### src/rtl/err_inject_channel.sv
// err_inject_channel: one-cycle channel model that corrupts symbols (clean/periodic/LFSR/single-shot) and counts errors
module err_inject_channel #(
  parameter int          W        = 2,
  parameter int          PER_LOG2 = 4,
  parameter int          BURST    = 1,
  parameter int          WINDOW   = 256,
  parameter logic [15:0] SEED     = 16'hACE1,
  parameter int          CNT_W    = 16
) (
  input  logic             clk,
  input  logic             rst,
  input  logic [1:0]       mode_i,
  input  logic [W-1:0]     mask_i,
  input  logic [7:0]       thresh_i,
  input  logic             shot_i,
  input  logic             clear_i,
  input  logic             valid_i,
  input  logic [W-1:0]     sym_i,
  output logic             valid_o,
  output logic [W-1:0]     sym_o,
  output logic [W-1:0]     err_o,
  output logic [CNT_W-1:0] sym_ct_o,
  output logic [CNT_W-1:0] err_sym_ct_o,
  output logic [CNT_W-1:0] err_bit_ct_o,
  output logic             window_done_o
);
  localparam logic [15:0] SEED0 = (SEED == 16'h0) ? 16'h0001 : SEED;
  localparam int          PER   = 1 << PER_LOG2;
  localparam logic [31:0] CMAX  = 32'((64'd1 << CNT_W) - 64'd1);
  logic             valid_q, wd_q, wd_d, armed_q, armed_d, in_win, shoot;
  logic [W-1:0]     sym_q, err_q, f, f_per, f_rnd;
  logic [15:0]      lfsr_q, lfsr_d;
  logic [CNT_W-1:0] sym_ct_q, sym_ct_d, esym_ct_q, esym_ct_d, ebit_ct_q, ebit_ct_d;
  logic [31:0]      p, bsum;
  assign p      = 32'(sym_ct_q);
  assign in_win = p < 32'(WINDOW);
  assign shoot  = armed_q | shot_i;
  assign f_per  = (in_win && (p & 32'(PER - 1)) >= 32'(PER - BURST)) ? mask_i : '0;
  // bit b compares the low byte of the LFSR rotated left by 2b
  for (genvar b = 0; b < W; b++) begin : g_rnd
    assign f_rnd[b] = in_win && (8'(({lfsr_q, lfsr_q} << (2 * b)) >> 16) < thresh_i);
  end
  assign f = clear_i ? '0 :
             mode_i == 2'd1 ? f_per :
             mode_i == 2'd2 ? f_rnd :
             (mode_i == 2'd3 && shoot) ? mask_i : '0;
  assign bsum = 32'(ebit_ct_q) + 32'($countones(f));
  always_comb begin
    sym_ct_d  = sym_ct_q;
    esym_ct_d = esym_ct_q;
    ebit_ct_d = ebit_ct_q;
    lfsr_d    = lfsr_q;
    armed_d   = armed_q;
    if (clear_i) begin
      sym_ct_d  = '0;
      esym_ct_d = '0;
      ebit_ct_d = '0;
      lfsr_d    = SEED0;
      armed_d   = 1'b0;
    end else if (valid_i) begin
      sym_ct_d  = &sym_ct_q ? sym_ct_q : sym_ct_q + CNT_W'(1);
      esym_ct_d = (|f && !(&esym_ct_q)) ? esym_ct_q + CNT_W'(1) : esym_ct_q;
      ebit_ct_d = bsum > CMAX ? CNT_W'(CMAX) : CNT_W'(bsum);
      lfsr_d    = {1'b0, lfsr_q[15:1]} ^ (lfsr_q[0] ? 16'hB400 : 16'h0000);
      armed_d   = mode_i == 2'd3 ? 1'b0 : armed_q;
    end else begin
      armed_d   = armed_q | (mode_i == 2'd3 && shot_i);
    end
    wd_d = 32'(sym_ct_d) >= 32'(WINDOW);
  end
  always_ff @(posedge clk) begin
    if (rst) begin
      valid_q   <= 1'b0;
      sym_q     <= '0;
      err_q     <= '0;
      sym_ct_q  <= '0;
      esym_ct_q <= '0;
      ebit_ct_q <= '0;
      wd_q      <= 1'b0;
      armed_q   <= 1'b0;
      lfsr_q    <= SEED0;
    end else begin
      valid_q   <= valid_i;
      err_q     <= valid_i ? f : '0;
      if (valid_i) sym_q <= sym_i ^ f;
      sym_ct_q  <= sym_ct_d;
      esym_ct_q <= esym_ct_d;
      ebit_ct_q <= ebit_ct_d;
      wd_q      <= wd_d;
      armed_q   <= armed_d;
      lfsr_q    <= lfsr_d;
    end
  end
  assign valid_o       = valid_q;
  assign sym_o         = sym_q;
  assign err_o         = err_q;
  assign sym_ct_o      = sym_ct_q;
  assign err_sym_ct_o  = esym_ct_q;
  assign err_bit_ct_o  = ebit_ct_q;
  assign window_done_o = wd_q;
endmodule
### config.mk
export PLATFORM = sky130hd
export DESIGN_NAME = err_inject_channel
export DESIGN_NICKNAME = d
export VERILOG_FILES = /design/src/rtl/err_inject_channel.sv
export SDC_FILE = /design/constraint.sdc
export NUM_CORES = 1
export LEC_CHECK = 0
export BUFFER_PORTS_ARGS = -buffer_cell sky130_fd_sc_hd__buf_4
export CELL_PAD_IN_SITES_DETAIL_PLACEMENT = 0
export CELL_PAD_IN_SITES_GLOBAL_PLACEMENT = 1
export CORE_MARGIN = 4
export CORE_UTILIZATION = 38
export CTS_BUF_LIST = sky130_fd_sc_hd__clkbuf_4
export CTS_CLUSTER_SIZE = 30
export DETAILED_ROUTE_END_ITERATION = 12
export GPL_TIMING_DRIVEN = 1
export HOLD_SLACK_MARGIN = 0.12
export PLACE_DENSITY = 0.77
export SYNTH_ARGS = -nofsm -noshare
export SYNTH_HDL_FRONTEND = slang
export SYNTH_SLANG_ARGS = --single-unit
### constraint.sdc
create_clock -name clk -period 11.6 [get_ports clk]
set_clock_uncertainty 0.15 [all_clocks]
set_input_delay 1.74 -clock clk [delete_from_list [all_inputs] [get_ports clk]]
set_output_delay 1.74 -clock clk [all_outputs]
set_load 0.005 [all_outputs]
==> results.toml <==
[worst_setup_path]
r2r_slack_ps = 7130
rr_worst_depth = 15
max_stage_delay_ps = 890
crit_required_ps = 11770
critical_path.most_common_cell = "ha_1"
timing.critical_path.cells = "buf_4 > inv_1 > ha_1 > a211oi_1 > nor2_1 > o41ai_4 > nand2_1 > xnor2_1 > ha_1 > a31o_2 > ha_1 > and4_1 > nand3_1 > o31ai_1 > o21a_1 > nor2_1 > a311oi_1"
worstSetupEndpointType = "register"
critPathArrivalTime_ps = 5570
path_class = "in -> reg"
cp-start-kind = "input port"
cp_num_buf_inv = 2
crit_family = "compound AO/OA/AOI/OAI gates"
worstReg2RegEnd = "err_bit_ct_o[2]$_SDFFE_PP0P_"
critPathMaxFanout = 9
critical_path.slowest_cell = "o31ai_1"
r2r_start = "sym_ct_o[0]$_SDFF_PP0_"

[clock_network]
htreeDepth = 3
clkTransAtPathRegs_ps = 120
ctsHoldBuffers = 0
clockBufferDepth = 2
clkLatencyLatePin_ps = 420
cts-resized-gates = 0
cts_tree = "done"
root_buffer = "clkbuf_4"
cts_sinks = 71
postCtsSetupRepairBufs = 0
cts_made_buffers = 9

[global_route]
grt_start_max_net_pins = 53
antenna_found_initial = 0
grt_util_all_layers_pct = 17.7
grt_pass1_wl_um = 17100
overflow = 0
grt_pass1_vias = 3547

[sta]
relSlewSlack_pct = 32.9
hold_ws_ps = 344
final_max_slew_viol_count = 0
timing.final.crit_share_pct = 46.6
tightest_slew_ps = 998
fin_crit_ps = 5400
setup_tns_ps = 0
fin_ws_ps = 6200
clock.fmax_mhz = 185
finalSetupViolations = 0
hold_viol_final = 0
rsz0062_at_grt = "false"

[pwr]
seqPwrFrac_pct = 48.1
switching_share_pct = 23.5
p_total_mw = 0.523
p_int_mw = 0.400
power.switching_mw = 0.123
power.clock.fraction_pct = 43.1
comb_power_share_pct = 8.8
p_leak_nw = 1.86
power_per_cell_area_mw_per_mm2 = 110
ir_worst_vdd_mv = 0.0628

[logic_synthesis]
yosysTopAreaCell = "dfxtp_1"
yosys_warnings = 0
avgSynthCellArea_um2 = 8.64
synth_edf_count = 0
seq_area_frac_synth_pct = 35.9
synth_cells = 458
synth_seq_cells = 71
syn_area_mm2 = 0.00396
synth.area.top_cells = "dfxtp_1 (36%), ha_1 (5.7%), mux2i_1 (5.6%)"
synth.top_cell.area_share_pct = 35.9
syn_nets = 495
yosys_most_used_dff = "dfxtp_1"
async_flop_share_pct = 0
synth.distinct_cells = 56

[cells_and_area]
final_cells = 655
layout_commonest_cell = "buf_4"
final_area_mm2 = 0.00476
nNetsFinal = 554
most-common-layout-cells = "buf_4 (73), dfxtp_1 (71), nand2_1 (40)"
drive_gt1_share_pct = 20.9
syn_to_final_growth_pct = 20.3
seq_area_mm2 = 0.00142
fillerInstances = 1014
antenna_cells = 0
fin_util_pct = 47.8
multi_input_area_mm2 = 0.00236

[hold_path]
whs_endpoint = "lfsr_q[10]$_SDFFE_PP1P_"
holdCritPathClass = "reg -> reg"
hold_depth = 2
hp-start = "lfsr_q[10]$_SDFFE_PP1P_"

[die]
start_util_pct = 39.7
core_area_mm2 = 0.00995
io_pins = 73
die_w_um = 110
fp-row-count = 36
die_y_um = 110
die-area_mm2 = 0.0121

[place]
place_ws_ps = 5790
dp_hpwl_um = 7210
gp_congestion = 0.865
place_inst = 639
portBuffers = 72
place_area_mm2 = 0.00455

[routing]
vias_per_cell = 5.55
ant_nets = 0
drt-total-wl_um = 10300
wire_per_inst_um = 15.7
drc = 0
drt_iter0_markers = 133
firstDrtPassIters = 4
vias = 3635

[run]
cap_violations = 0

[outcome]
status = "finished, final reports clean"
==> worst reg2reg max path, stage by stage, from the launching register on <==
cell      delay [ps]
dfxtp_1          440
ha_1             330
and4b_1          280
nand4_1          140
a32oi_2          340
nand2_1          180
xnor2_1          200
ha_1             190
a31o_2           110
ha_1             200
and4_1           270
nand3_1          190
o31ai_1          890
o21a_1           190
nor2_1            40
a311oi_1         230
==> synthesized netlist by cell type, drive strengths merged (9+ instances only) <==
| cell type | n |
|---|---|
| nor2 | 37 |
| nand3 | 27 |
| a211oi | 9 |
| nor4 | 14 |
| inv | 16 |
| mux2i | 22 |
| a21oi | 18 |
| dfxtp | 71 |
| ha | 18 |
| clkbuf | 20 |
| nand2 | 41 |
| nand4 | 19 |
| xnor2 | 10 |
| o21ai | 19 |
| and3 | 9 |
| and4 | 9 |
==> per-layer routing <==
metal | up-vias | GRT usage [%] | part of all wire (%)
met5 | - | 0 | 0
met4 | 0 | 4.45 | 1.1
met3 | 9 | 5.36 | 6.2
met2 | 93 | 28.9 | 46
met1 | 1703 | 22.9 | 47
li1 | 1830 | - | -
==> worst max path at each step <==
stage,from,to,slack [ps],cells past startpoint
detailed placement,thresh_i[1],err_bit_ct_o[2]$_SDFFE_PP0P_,5790,16
global route,thresh_i[5],err_bit_ct_o[2]$_SDFFE_PP0P_,5860,17
global placement,thresh_i[1],err_bit_ct_o[2]$_SDFFE_PP0P_,5970,16
CTS,thresh_i[1],err_bit_ct_o[2]$_SDFFE_PP0P_,6230,16
finish,thresh_i[5],err_bit_ct_o[2]$_SDFFE_PP0P_,6200,17
floorplan,thresh_i[1],err_bit_ct_o[2]$_SDFFE_PP0P_,6450,15
==> kinds of logic after synthesis <==
family          after synthesis  synth area share [%]
simple gates                198                  27.6
mux                          22                  5.57
compound gates               91                  17.0
fa+ha+maj                    18                  5.69
xor+xnor                     17                  3.76
flops                        71                  35.9
buf+inv                      41                  4.49
==> registers in the layout (all words and copies together), names as in the netlist <==
register,count
err_bit_ct_o,16
err_sym_ct_o,16
lfsr_q,16
sym_ct_o,16
err_o,2
sym_o,2
armed_q,1
valid_o,1
window_done_o,1
==> power groups by stage <==
stage | Sequential [mW] | Combinational [mW] | Clock, mW
final | 0.252 | 0.0461 | 0.225
after global routing | 0.253 | 0.0515 | 0.244
after CTS | 0.252 | 0.0466 | 0.233
after detailed placement | 0.257 | 0.0465 | 0
after global placement | 0.257 | 0.0455 | 0
after floorplan | 0.256 | 0.0318 | 0
==> cell type report <==
class                           instances  share of cell area [%]
Tap cell                              133                    3.50
Inverter                               16                    1.26
Sequential cell                        71                    29.9
Timing Repair Buffer                   73                    11.5
Clock buffer                           10                    1.58
Clock inverter                          6                    2.79
Multi-Input combinational cell        346                    49.5
(Power assumes the default switching activity.)
